`src/rtl/load_store_queue_pkg.sv`:
```
// Shared definitions for the load/store queue: RV32I memory funct3 codes,
// the IO address boundary and the request FSM states.
package load_store_queue_pkg;

    localparam logic [2:0] F3_LB  = 3'b000;
    localparam logic [2:0] F3_LH  = 3'b001;
    localparam logic [2:0] F3_LW  = 3'b010;
    localparam logic [2:0] F3_LBU = 3'b100;
    localparam logic [2:0] F3_LHU = 3'b101;
    localparam logic [2:0] F3_SB  = 3'b000;
    localparam logic [2:0] F3_SH  = 3'b001;
    localparam logic [2:0] F3_SW  = 3'b010;

    localparam logic [31:0] LSQ_IO_BASE = 32'h0003_0000;

    typedef enum logic [1:0] {
        ST_IDLE  = 2'd0,
        ST_BUSY  = 2'd1,
        ST_DRAIN = 2'd2
    } lsq_state_e;

endpackage

```
`src/rtl/load_store_queue_load_extend.sv`:
```
// Load result extension: turns LSB-aligned raw memory data into the
// architectural 32-bit value according to the load's funct3.
module ls_load_extend
    import load_store_queue_pkg::*;
(
    input  logic [2:0]  funct3,
    input  logic [31:0] raw,
    output logic [31:0] value
);

    always_comb begin
        value = raw;
        case (funct3)
            F3_LB:   value = {{24{raw[7]}}, raw[7:0]};
            F3_LH:   value = {{16{raw[15]}}, raw[15:0]};
            F3_LBU:  value = {24'd0, raw[7:0]};
            F3_LHU:  value = {16'd0, raw[15:0]};
            default: value = raw;
        endcase
    end

endmodule

```
`src/rtl/load_store_queue.sv`:
```
// Program-ordered load/store queue: allocates at dispatch, fills from the LS
// reservation station, executes the head against memory and reports on the LS CDB.
module load_store_queue
    import load_store_queue_pkg::*;
#(
    parameter int unsigned LSQ_DEPTH_LOG = 3,
    parameter int unsigned ROB_ID_W      = 5,
    parameter logic [31:0] IO_BASE       = LSQ_IO_BASE
) (
    input  logic                clk_in,
    input  logic                rst_in,
    input  logic                rdy_in,
    input  logic                _clear,
    input  logic                _ls_ready,
    input  logic                _ls_is_store,
    input  logic [2:0]          _ls_funct3,
    input  logic [ROB_ID_W-1:0] _ls_rob_id,
    output logic                _lsq_full,
    input  logic                _lsb_rs_ready,
    input  logic [ROB_ID_W-1:0] _lsb_rob_id,
    input  logic [31:0]         _lsb_st_value,
    input  logic [31:0]         _lsb_ptr_value,
    input  logic                _rob_head_valid,
    input  logic [ROB_ID_W-1:0] _rob_head_id,
    output logic                _mem_req,
    output logic                _mem_we,
    output logic [31:0]         _mem_addr,
    output logic [1:0]          _mem_len,
    output logic [31:0]         _mem_wdata,
    input  logic                _mem_done,
    input  logic [31:0]         _mem_rdata,
    output logic                _cdb_ls_ready,
    output logic [ROB_ID_W-1:0] _cdb_ls_rob_id,
    output logic [31:0]         _cdb_ls_value
);

    localparam int unsigned DEPTH = 1 << LSQ_DEPTH_LOG;
    localparam int unsigned PW    = LSQ_DEPTH_LOG;
    localparam int unsigned CW    = LSQ_DEPTH_LOG + 1;

    logic [DEPTH-1:0]    ent_valid;
    logic [DEPTH-1:0]    ent_is_store;
    logic [DEPTH-1:0]    ent_addr_valid;
    logic [2:0]          ent_funct3 [DEPTH];
    logic [ROB_ID_W-1:0] ent_rob_id [DEPTH];
    logic [31:0]         ent_addr   [DEPTH];
    logic [31:0]         ent_data   [DEPTH];

    logic [PW-1:0] head;
    logic [PW-1:0] tail;
    logic [CW-1:0] count;
    lsq_state_e    state;

    logic        head_eligible;
    logic        do_pop;
    logic [31:0] load_value;

    ls_load_extend u_extend (
        .funct3 (ent_funct3[head]),
        .raw    (_mem_rdata),
        .value  (load_value)
    );

    // Non-IO loads may run speculatively; IO loads and all stores wait for ROB head.
    always_comb begin
        head_eligible = 1'b0;
        if (ent_valid[head] && ent_addr_valid[head]) begin
            if (!ent_is_store[head] && (ent_addr[head] < IO_BASE)) begin
                head_eligible = 1'b1;
            end else if (_rob_head_valid && (_rob_head_id == ent_rob_id[head])) begin
                head_eligible = 1'b1;
            end
        end
    end

    assign do_pop    = (state == ST_BUSY) && _mem_done;
    assign _lsq_full = (count >= CW'(DEPTH - 1));

    always_ff @(posedge clk_in or posedge rst_in) begin
        if (rst_in) begin
            ent_valid      <= '0;
            ent_is_store   <= '0;
            ent_addr_valid <= '0;
            for (int unsigned i = 0; i < DEPTH; i++) begin
                ent_funct3[PW'(i)] <= '0;
                ent_rob_id[PW'(i)] <= '0;
                ent_addr[PW'(i)]   <= '0;
                ent_data[PW'(i)]   <= '0;
            end
            head           <= '0;
            tail           <= '0;
            count          <= '0;
            state          <= ST_IDLE;
            _mem_req       <= 1'b0;
            _mem_we        <= 1'b0;
            _mem_addr      <= '0;
            _mem_len       <= '0;
            _mem_wdata     <= '0;
            _cdb_ls_ready  <= 1'b0;
            _cdb_ls_rob_id <= '0;
            _cdb_ls_value  <= '0;
        end else if (rdy_in) begin
            _cdb_ls_ready <= 1'b0;
            if (_clear) begin
                // An outstanding request (load or committed store) must still see
                // its done pulse; DRAIN keeps the request up and swallows the result.
                ent_valid      <= '0;
                ent_addr_valid <= '0;
                head           <= '0;
                tail           <= '0;
                count          <= '0;
                if ((state != ST_IDLE) && !_mem_done) begin
                    state <= ST_DRAIN;
                end else begin
                    state    <= ST_IDLE;
                    _mem_req <= 1'b0;
                end
            end else begin
                if (_ls_ready) begin
                    ent_valid[tail]      <= 1'b1;
                    ent_is_store[tail]   <= _ls_is_store;
                    ent_addr_valid[tail] <= 1'b0;
                    ent_funct3[tail]     <= _ls_funct3;
                    ent_rob_id[tail]     <= _ls_rob_id;
                    tail                 <= tail + PW'(1);
                end
                if (_lsb_rs_ready) begin
                    for (int unsigned i = 0; i < DEPTH; i++) begin
                        if (ent_valid[PW'(i)] && (ent_rob_id[PW'(i)] == _lsb_rob_id)) begin
                            ent_addr_valid[PW'(i)] <= 1'b1;
                            ent_addr[PW'(i)]       <= _lsb_ptr_value;
                            ent_data[PW'(i)]       <= _lsb_st_value;
                        end
                    end
                end
                count <= count + CW'(_ls_ready) - CW'(do_pop);

                case (state)
                    ST_IDLE: begin
                        if (head_eligible) begin
                            state      <= ST_BUSY;
                            _mem_req   <= 1'b1;
                            _mem_we    <= ent_is_store[head];
                            _mem_addr  <= ent_addr[head];
                            _mem_len   <= ent_funct3[head][1:0];
                            _mem_wdata <= ent_is_store[head] ? ent_data[head] : '0;
                        end
                    end
                    ST_BUSY: begin
                        if (_mem_done) begin
                            state                <= ST_IDLE;
                            _mem_req             <= 1'b0;
                            _cdb_ls_ready        <= 1'b1;
                            _cdb_ls_rob_id       <= ent_rob_id[head];
                            _cdb_ls_value        <= ent_is_store[head] ? '0 : load_value;
                            ent_valid[head]      <= 1'b0;
                            ent_addr_valid[head] <= 1'b0;
                            head                 <= head + PW'(1);
                        end
                    end
                    ST_DRAIN: begin
                        if (_mem_done) begin
                            state    <= ST_IDLE;
                            _mem_req <= 1'b0;
                        end
                    end
                    default: state <= ST_IDLE;
                endcase
            end
        end
    end

    dispatch_into_full: assert property (@(posedge clk_in) disable iff (rst_in)
        !(rdy_in && !_clear && _ls_ready && (count == CW'(DEPTH))));

endmodule

```
`config.mk`:
```
export PLATFORM = sky130hd
export DESIGN_NAME = load_store_queue
export DESIGN_NICKNAME = d
export VERILOG_FILES = /design/src/rtl/load_store_queue_pkg.sv /design/src/rtl/load_store_queue_load_extend.sv /design/src/rtl/load_store_queue.sv
export SDC_FILE = /design/constraint.sdc
export NUM_CORES = 1
export LEC_CHECK = 0
export ABC_AREA = 1
export BUFFER_PORTS_ARGS = -buffer_cell sky130_fd_sc_hd__buf_4
export CORE_MARGIN = 2
export CORE_UTILIZATION = 40
export CTS_CLUSTER_DIAMETER = 150
export DETAILED_ROUTE_END_ITERATION = 8
export SKIP_CTS_REPAIR_TIMING = 1
export SYNTH_ARGS = -nofsm -noshare
export SYNTH_HDL_FRONTEND = slang
export SYNTH_SLANG_ARGS = --single-unit
```
`constraint.sdc`:
```
create_clock -name clk_in -period 23.7 [get_ports clk_in]
set_clock_uncertainty 0.2 [all_clocks]
set_input_delay 4.74 -clock clk_in [delete_from_list [all_inputs] [get_ports clk_in]]
set_output_delay 4.74 -clock clk_in [all_outputs]
set_load 0.005 [all_outputs]
```
==> results.yml, run 1 <==
global_routing:
  grt_usage: 0.233
  antenna_found_initial: 0
  grt_max_degree: 166
  grt_pass1_wl_um: 148000
  overflow: 0
  first_global_vias: 24700
yosys:
  syn_nets: 3827
  synth_enable_flop_cells: 0
  synth.distinct_cells: 41
  syn_avg_cell_area_sq_um: 8.47
  syn_inst: 3694
  synth-main-ff-cell: "dfrtp_1"
  yosysSeqAreaShare: 0.574
  synth_seq_cells: 718
  synth_area_sq_mm: 0.0313
  ys.warnings.count: 0
  async_flop_share: 1.00
layout:
  area_growth_pct: 16.7
  final_common_cell: "nand2_1"
  drive_above_1_share: 0.113
  nFillCells: 7655
  mostFrequentLayoutCells: "nand2_1 (1356), dfrtp_1 (717), o21ai_0 (628)"
  nets: 3956
  instances_no_fill: 4930
  diodes: 0
timing:
  setup_viol: 0
  holdWs_ns: 0.277
  fmax_mhz: 127
  tightest_slew_ns: 1.21
  drv_slew: 0
  finalCriticalPeriod_ns: 7.88
  period_share: 0.332
  slew_headroom: 0.191
  tns_ns: 0
  hold_viol_final: 0
  rsz0062_at_grt: "no"
worst_setup_path:
  r2r_end: "_cdb_ls_value[31]"
  path_max_fanout: 165
  r2r_start: "head[2]"
  worstPathArrival_ns: 8.29
  crit_required_ns: 24.11
  r2r_cells: 11
  crit_path_end_kind: "async pin"
  start_kind: "primary input"
  r2r_setup_slack_ns: 18.09
  path_class: "primary input to async pin"
worst_hold_path:
  min_from: "_cdb_ls_value[13]"
  hold_class: "flip-flop to flip-flop"
  hold_depth: 2
  holdPathEnd: "_cdb_ls_value[13]"
clock_network:
  worst_skew_pair.late_latency_ns: 0.64
  cts_max_path_buffers: 3
  root_buffer: "clkbuf_16"
  cts_buffers: 81
  path_clk_slew_ns: 0.06
  cts_max_level: 3
  cts_sinks: 718
  cts_tree: "built"
outcome:
  outcome: "finished clean"
power:
  internal_power_uw: 2090
  fin_total_pwr_uw: 2790
  ir_worst_vdd_v: 0.0000540
  seqPwrFrac: 0.467
  p_per_area_mw_per_mm2: 76.3
  switchingPower_uw: 694
  p_leak_uw: 0.0176
  p_comb_frac: 0.077
  clkPwrFrac: 0.456
  swShare: 0.249
placed_design:
  detailed_place_hpwl_um: 53600
  port_buffers: 229
  gp_congestion: 0.905
  dp_cells: 4780
floorplan:
  fp.dieW_um: 284
  placeableCoreArea_sq_mm: 0.0775
  dieArea_sq_mm: 0.0805
  ios: 230
  num_rows: 102
  die_h_um: 284
  start_util: 0.404
drt:
  wl_um: 93800
  drt_iter0_markers: 2182
  wire_per_inst_um: 19.0
  ant_nets: 0
  drc: 0
  via_per_inst: 5.21
  firstDrtPassIters: 6
  num_vias: 25700
flow_run:
  cap_viol_max_count: 0
power by group through the flow:
stage / logic [uW] / registers [uW] / clock network, uW
5_1_grt: 247 / 1310 / 1350
3_3_place_gp: 216 / 1320 / 0
6_report: 215 / 1300 / 1270
2_1_floorplan: 138 / 1320 / 0
3_5_place_dp: 218 / 1320 / 0
4_1_cts: 219 / 1300 / 1300
logic make-up (layout without fill, tap and decap cells):
family,count (synthesis),count (layout),share of synthesized area
simple gates,1610,1610,0.202
xor+xnor,17,17,0.00476
buf+inv,468,664,0.0580
flops,718,718,0.574
compound gates,871,871,0.157
fa+ha+maj,10,10,0.00424
layer usage:
metal / routed length, um / GRT usage / up-vias
met3: 5870 / 0.0382 / 131
met1: 43200 / 0.336 / 12400
li1: - / - / 12300
met2: 42600 / 0.366 / 746
met4: 2090 / 0.0587 / 0
met5: 0 / 0 / -
final cells by class:
| type | count | area, sq um | share of cell area |
|---|---|---|---|
| clock buffers | 119 | 2430 | 0.0666 |
| multi-input cells | 2508 | 11600 | 0.317 |
| flip-flops and latches | 718 | 18000 | 0.492 |
| repair buffers | 272 | 2050 | 0.0562 |
| clock inverters | 31 | 288 | 0.00788 |
| inverters | 242 | 912 | 0.0250 |
| well taps | 1040 | 1300 | 0.0356 |
synth_stat cells, types with 10 or more instances:
master    number  share of area
clkbuf_1     173          0.021
o21ai_0      628           0.10
nand2_1     1358           0.16
a221oi_1      52          0.015
nand4_1       53          0.011
nand3_1       69          0.011
o21ai_1       39         0.0062
inv_1        229          0.027
buf_2         36         0.0058
o22ai_1       23         0.0046
nor2_1       106          0.013
a22o_1        21         0.0059
a22oi_1       61          0.015
dfrtp_1      718           0.57
inv_2         10         0.0012
a21oi_1       19         0.0030
buf_1         13         0.0016
through the flow:
step | worst slack [ns] | util | instance area (sq um)
final | 15.82 | 0.472 | 36500
after global routing | 15.22 | 0.472 | 36500
after CTS | 15.72 | 0.472 | 36500
after detailed placement | 15.03 | 0.436 | 33800
after global placement | 15.01 | 0.436 | 33800
after floorplan | 8.93 | - | 31300
worst max path at each step:
stage,startpoint,to,slack (ns),cells after the start
after floorplan,rst_in,_cdb_ls_ready,8.93,1
after global placement,rst_in,ent_data[155],15.01,6
after global routing,rst_in,ent_data[144],15.22,6
final,rst_in,ent_data[156],15.82,6
after detailed placement,rst_in,ent_data[153],15.03,6
after CTS,rst_in,ent_data[156],15.72,6
critical path, stage by stage:
cell,delay [ns]
buf_4,0.12
clkinvlp_4,0.07
buf_12,0.51
buf_4,0.80
buf_4,0.78
buf_4,0.89
sequential cells by signal, summed over array words and instances, names as in the netlist:
signal and flops:
state 2, ent_funct3 24, _cdb_ls_rob_id 5, ent_data 256
_mem_len 2, _cdb_ls_value 32, count 4, ent_is_store 8
tail 3, ent_rob_id 40, ent_valid 8, ent_addr 256
_mem_req 1, head 3, _mem_addr 32, _cdb_ls_ready 1
_mem_we 1, _mem_wdata 32, ent_addr_valid 8
(Power assumes the default switching activity.)
==> run 2: changes to the inputs <==
Settings changed: ABC_AREA 1 to 0.
Clock period 23.7 ns to 6.5 ns, I/O delays scaled along.
==> results.yml, run 2 <==
yosys:
  yosys.area.top_type: "dfrtp_1"
  synth.distinct_cells: 59
  synth_enable_flop_cells: 0
  synth_area_sq_mm: 0.0317
  synthTopCellsByArea: "dfrtp_1 (57%), mux2_2 (23%), a22oi_1 (3.1%), mux4_2 (1.8%), clkbuf_1 (1.5%)"
  ys.warnings.count: 0
  synthTopCellsByCount: "dfrtp_1 (718), mux2_2 (645), a22oi_1 (129), clkbuf_1 (123), nand2_1 (103)"
  async_flop_share: 1.00
  syn_nets: 2464
  yosysTopAreaCellShare: 0.567
  yosysMostFrequentCell: "dfrtp_1"
  yosysSeqAreaShare: 0.567
  syn_inst: 2331
  synth_seq_cells: 718
  synth-main-ff-cell: "dfrtp_1"
  syn_avg_cell_area_sq_um: 13.6
worst_setup_path:
  cpMostUsedCell: "mux2_2"
  r2r_end: "_mem_addr[1]"
  crit_required_ns: 6.80
  r2r_cells: 10
  worstPathArrival_ns: 4.98
  critPathMaxStageDelay_ns: 0.88
  slowest_stage: "dfrtp_4"
  r2r_setup_slack_ns: 1.81
  r2r_start: "head[0]"
  start_kind: "flip-flop"
  path_class: "flip-flop to flip-flop"
  path_max_fanout: 43
  crit_path_end_kind: "flip-flop"
  path_cells: "buf_4 -> mux2_2 -> o22ai_1 -> nor3_1 -> or4b_1 -> nor4_2 -> a21oi_2 -> nor2_4 -> buf_12 -> mux2_2"
clock_network:
  cts_tree: "built"
  cts_max_level: 3
  worst_skew_pair.late_latency_ns: 0.62
  path_clk_slew_ns: 0.06
  cts_sinks: 718
  root_buffer: "clkbuf_16"
  cts_buffers: 79
  cts_max_path_buffers: 3
power:
  seqPwrFrac: 0.466
  ir_worst_vdd_v: 0.000179
  p_per_area_mw_per_mm2: 277
  p_comb_frac: 0.091
  p_leak_uw: 0.0178
  internal_power_uw: 7850
  clkPwrFrac: 0.444
  swShare: 0.242
  switchingPower_uw: 2510
outcome:
  outcome: "finished clean"
floorplan:
  num_rows: 103
  die_h_um: 286
  ios: 230
  dieArea_sq_mm: 0.0816
  fp.dieW_um: 286
  placeableCoreArea_sq_mm: 0.0787
  start_util: 0.403
worst_hold_path:
  hold_depth: 2
  min_from: "_cdb_ls_value[4]"
  hold_class: "flip-flop to flip-flop"
  holdPathEnd: "_cdb_ls_value[4]"
timing:
  tightest_slew_ns: 1.23
  slew_headroom: 0.179
  hold_viol_final: 0
  finalCriticalPeriod_ns: 4.69
  drv_slew: 0
  period_share: 0.721
  rsz0062_at_grt: "no"
  fmax_mhz: 213
  setup_viol: 0
layout:
  area_growth_pct: 17.8
  nets: 2660
  drive_above_1_share: 0.427
  final_common_cell: "dfrtp_1"
  reg_top3: "ent_addr: 256 flops, ent_data: 256 flops, ent_rob_id: 40 flops"
  instances_no_fill: 3643
  mostFrequentLayoutCells: "dfrtp_1 (715), mux2_2 (645), buf_4 (259)"
  fin_area_sq_mm: 0.0374
placed_design:
  placed_area_sq_mm: 0.0347
  gp_congestion: 0.881
  dp_cells: 3496
  detailed_place_hpwl_um: 51900
  port_buffers: 229
drt:
  drt_iter0_markers: 1400
  firstDrtPassIters: 7
  via_per_inst: 5.67
  wl_met3_um: 5510
  num_vias: 20700
  drc: 0
  top_layer: "met5"
  met2_length_um: 43000
  ant_nets: 0
  wl_met1_um: 37500
  wire_per_inst_um: 24.2
  wl_um: 88200
global_routing:
  grt_pass1_wl_um: 136000
  overflow: 0
  grt_usage: 0.216
  antenna_found_initial: 10
  grt_max_degree: 189
  first_global_vias: 21900
flow_run:
  cap_viol_max_count: 0
run 2: cell count changes after synthesis, moves of 39 or more:
cell	delta
nand3_1	-40
inv_1	-199
a22oi_1	+68
clkbuf_1	-50
nand2_1	-1255
mux2_2	+645
mux2i_1	+42
o21ai_0	-578
nor2_1	-58
o21ai_1	-39
run 2: area by class of cell:
| type | instances | area [sq um] |
|---|---|---|
| diodes | 2 | 5.00 |
| clock buffers | 113 | 2390 |
| clock inverters | 32 | 320 |
| fillers | 6878 | 41400 |
| inverters | 31 | 120 |
| multi-input cells | 1423 | 13000 |
| flip-flops and latches | 718 | 18000 |
| well taps | 1050 | 1310 |
| repair buffers | 274 | 2240 |
run 2: worst max path at each step:
| stage | start | depth (start not counted) | to |
|---|---|---|---|
| after global placement | rdy_in | 7 | ent_data[244] |
| after global routing | head[1] | 9 | _cdb_ls_value[14] |
| after floorplan | rst_in | 1 | _cdb_ls_ready |
| final | head[0] | 10 | _mem_addr[1] |
| after CTS | head[0] | 10 | _mem_addr[1] |
| after detailed placement | rdy_in | 7 | ent_data[235] |
run 2: worst max-delay path: cells and delay by family (launching register included):
| kind | cells | cell delay [ns] |
|---|---|---|
| compound gates | 2 | 0.41 |
| buf+inv | 2 | 0.74 |
| flops | 1 | 0.88 |
| mux | 2 | 0.76 |
| simple gates | 4 | 1.50 |
run 2: metrics by stage:
step                TNS (ns)  worst slack, ns  utilization  power (uW)  hold WS [ns]
floorplan           -3470.64            -4.83            -        5480         0.263
global placement           0             1.85        0.440        5810         0.250
detailed placement         0             1.82        0.440        5840         0.261
CTS                        0             1.83        0.475       10500         0.274
global route               0             1.60        0.475       10800         0.296
finish                     0             1.81        0.475       10400         0.267
run 2: power by group through the flow:
stage,registers [uW],logic [uW],clock network (uW)
floorplan,4850,625,0
global placement,4890,919,0
detailed placement,4900,943,0
CTS,4820,946,4690
global route,4850,1030,4900
finish,4820,939,4590
run 2: metal layers:
metal,up-vias,global-route usage
met5,-,0
met3,156,0.0455
met2,536,0.356
met1,10900,0.287
li1,9013,-
met4,16,0.0631
run 2: logic make-up (layout without fill, tap and decap cells):
| kind of cell | count (synthesis) | count (layout) | synth area share |
|---|---|---|---|
| multiplexers | 733 | 733 | 0.267 |
| flip-flops | 718 | 718 | 0.567 |
| AO/OA/AOI/OAI | 366 | 366 | 0.0829 |
| AND/OR/NAND/NOR | 272 | 272 | 0.0413 |
| buffers and inverters | 190 | 450 | 0.0260 |
| XOR/XNOR | 42 | 42 | 0.0116 |
| adder cells (fa/ha/maj) | 10 | 10 | 0.00418 |
| other | 0 | 2 | 0 |
==> run 3: changes to the inputs <==
Clock period 6.5 ns to 4.4 ns, I/O delays scaled along.
==> results.yml, run 3 (synthesis gave the netlist of run 2 again) <==
clock_network:
  path_clk_slew_ns: 0.06
  worst_skew_pair.late_latency_ns: 0.63
  cts_max_path_buffers: 3
  root_buffer: "clkbuf_16"
  cts_sinks: 718
  cts_tree: "built"
  cts_max_level: 3
  cts_buffers: 79
layout:
  final_util: 0.478
  nets: 2681
  fin_area_sq_mm: 0.0376
  area_growth_pct: 18.6
  nFillCells: 6835
  regArea_sq_mm: 0.0180
  mostFrequentLayoutCells: "dfrtp_1 (715), mux2_2 (645), buf_4 (270)"
  multiInputGateArea_sq_mm: 0.0130
  final_common_cell: "dfrtp_1"
  drive_above_1_share: 0.427
  reg_top3: "ent_addr: 256 flops, ent_data: 256 flops, ent_rob_id: 40 flops"
floorplan:
  fp.dieW_um: 286
  num_rows: 103
  placeableCoreArea_sq_mm: 0.0787
  ios: 230
  dieArea_sq_mm: 0.0816
  start_util: 0.403
  die_h_um: 286
worst_setup_path:
  crit_required_ns: 4.70
  crit_family: "simple AND/OR/NAND/NOR gates"
  r2r_start: "head[0]"
  worstPathArrival_ns: 4.40
  path_max_fanout: 52
  critPathMaxStageDelay_ns: 0.82
  slowest_stage: "dfrtp_4"
  path_cells: "buf_12 -> mux4_2 -> nand2_1 -> and2_0 -> nand4_1 -> nor4_1 -> a21oi_2 -> nor2_4 -> buf_12 -> mux2_2"
  cpMostUsedCell: "buf_12"
  start_kind: "flip-flop"
  path_class: "flip-flop to flip-flop"
  crit_path_end_kind: "flip-flop"
  cp_num_buf_inv: 2
  critPathLaunch: "head[0]"
drt:
  wire_per_inst_um: 24.7
  wl_um: 90400
  via_per_inst: 5.68
  num_vias: 20800
  ant_nets: 0
  drt_iter0_markers: 1456
  firstDrtPassIters: 6
  drc: 0
timing:
  holdWs_ns: 0.205
  period_share: 0.932
  fmax_mhz: 244
  finalCriticalPeriod_ns: 4.10
  drv_slew: 0
  slew_headroom: 0.274
  rsz0062_at_grt: "no"
  hold_viol_final: 0
  tightest_slew_ns: 1.08
  setup_viol: 0
worst_hold_path:
  hold_class: "primary input to async pin"
placed_design:
  gp_congestion: 0.871
  placed_area_sq_mm: 0.0349
  detailed_place_hpwl_um: 54000
  port_buffers: 229
outcome:
  outcome: "finished clean"
global_routing:
  grt_max_degree: 114
  overflow: 0
  antenna_found_initial: 6
  grt_pass1_wl_um: 138000
  first_global_vias: 22000
  grt_usage: 0.220
power:
  p_leak_uw: 0.0179
  fin_total_pwr_uw: 15300
  p_per_area_mw_per_mm2: 407
  ir_worst_vdd_v: 0.000290
flow_run:
  cap_viol_max_count: 0
[run 3: cell types whose count changed in the layout (fill, tap and decap cells not counted), moves of 3 or more]
cell / delta
buf_12: +10
buf_4: +11
bufinv_16: +3
clkbuf_1: +7
clkbuf_8: -13
clkinv_2: -4
[run 3: metal layers]
layer	global-route usage	part of all wire	up-vias
li1	-	-	9030
met1	0.299	0.44	11000
met2	0.363	0.48	591
met3	0.0364	0.053	164
met4	0.0694	0.026	8
met5	0	0.00059	-
[run 3: metrics by stage]
step / worst slack, ns / cells / setup TNS, ns
floorplan: -6.51 / 2331 / -4676.88
finish: 0.299 / 3658 / 0
global placement: 0.346 / 3517 / 0
CTS: 0.306 / 3656 / 0
detailed placement: 0.315 / 3517 / 0
global route: 0.0852 / 3658 / 0
[run 3: cell type report]
| class | count | area share |
|---|---|---|
| tap | 1050 | 0.0349 |
| inverter | 31 | 0.00319 |
| timing repair buffer | 295 | 0.0672 |
| sequential | 718 | 0.478 |
| antenna | 2 | 0.000133 |
| clock inverter | 31 | 0.0104 |
| multi-input combinational | 1423 | 0.346 |
| clock buffer | 108 | 0.0601 |
[run 3: final timing paths]
path / endpoint / slack, ns / depth (start not counted)
worst max-delay path: _mem_wdata[22] / 0.30 / 10
worst min-delay path: _cdb_ls_rob_id[0] / 0.20 / 2
worst max register to register: _mem_wdata[22] / 0.30 / 10
worst min register to register: _cdb_ls_value[5] / 0.27 / 2
max in group asynchronous: ent_addr[54] / 2.70 / 3
min in group clk_in: _cdb_ls_value[5] / 0.27 / 2
[run 3: where the power goes]
group | switching, uW | leakage, uW | internal, uW
Sequential | 240 | 0.00989 | 6900
Combinational | 766 | 0.00669 | 636
Clock | 2710 | 0.00130 | 4070
Total | 3710 | 0.0179 | 11600
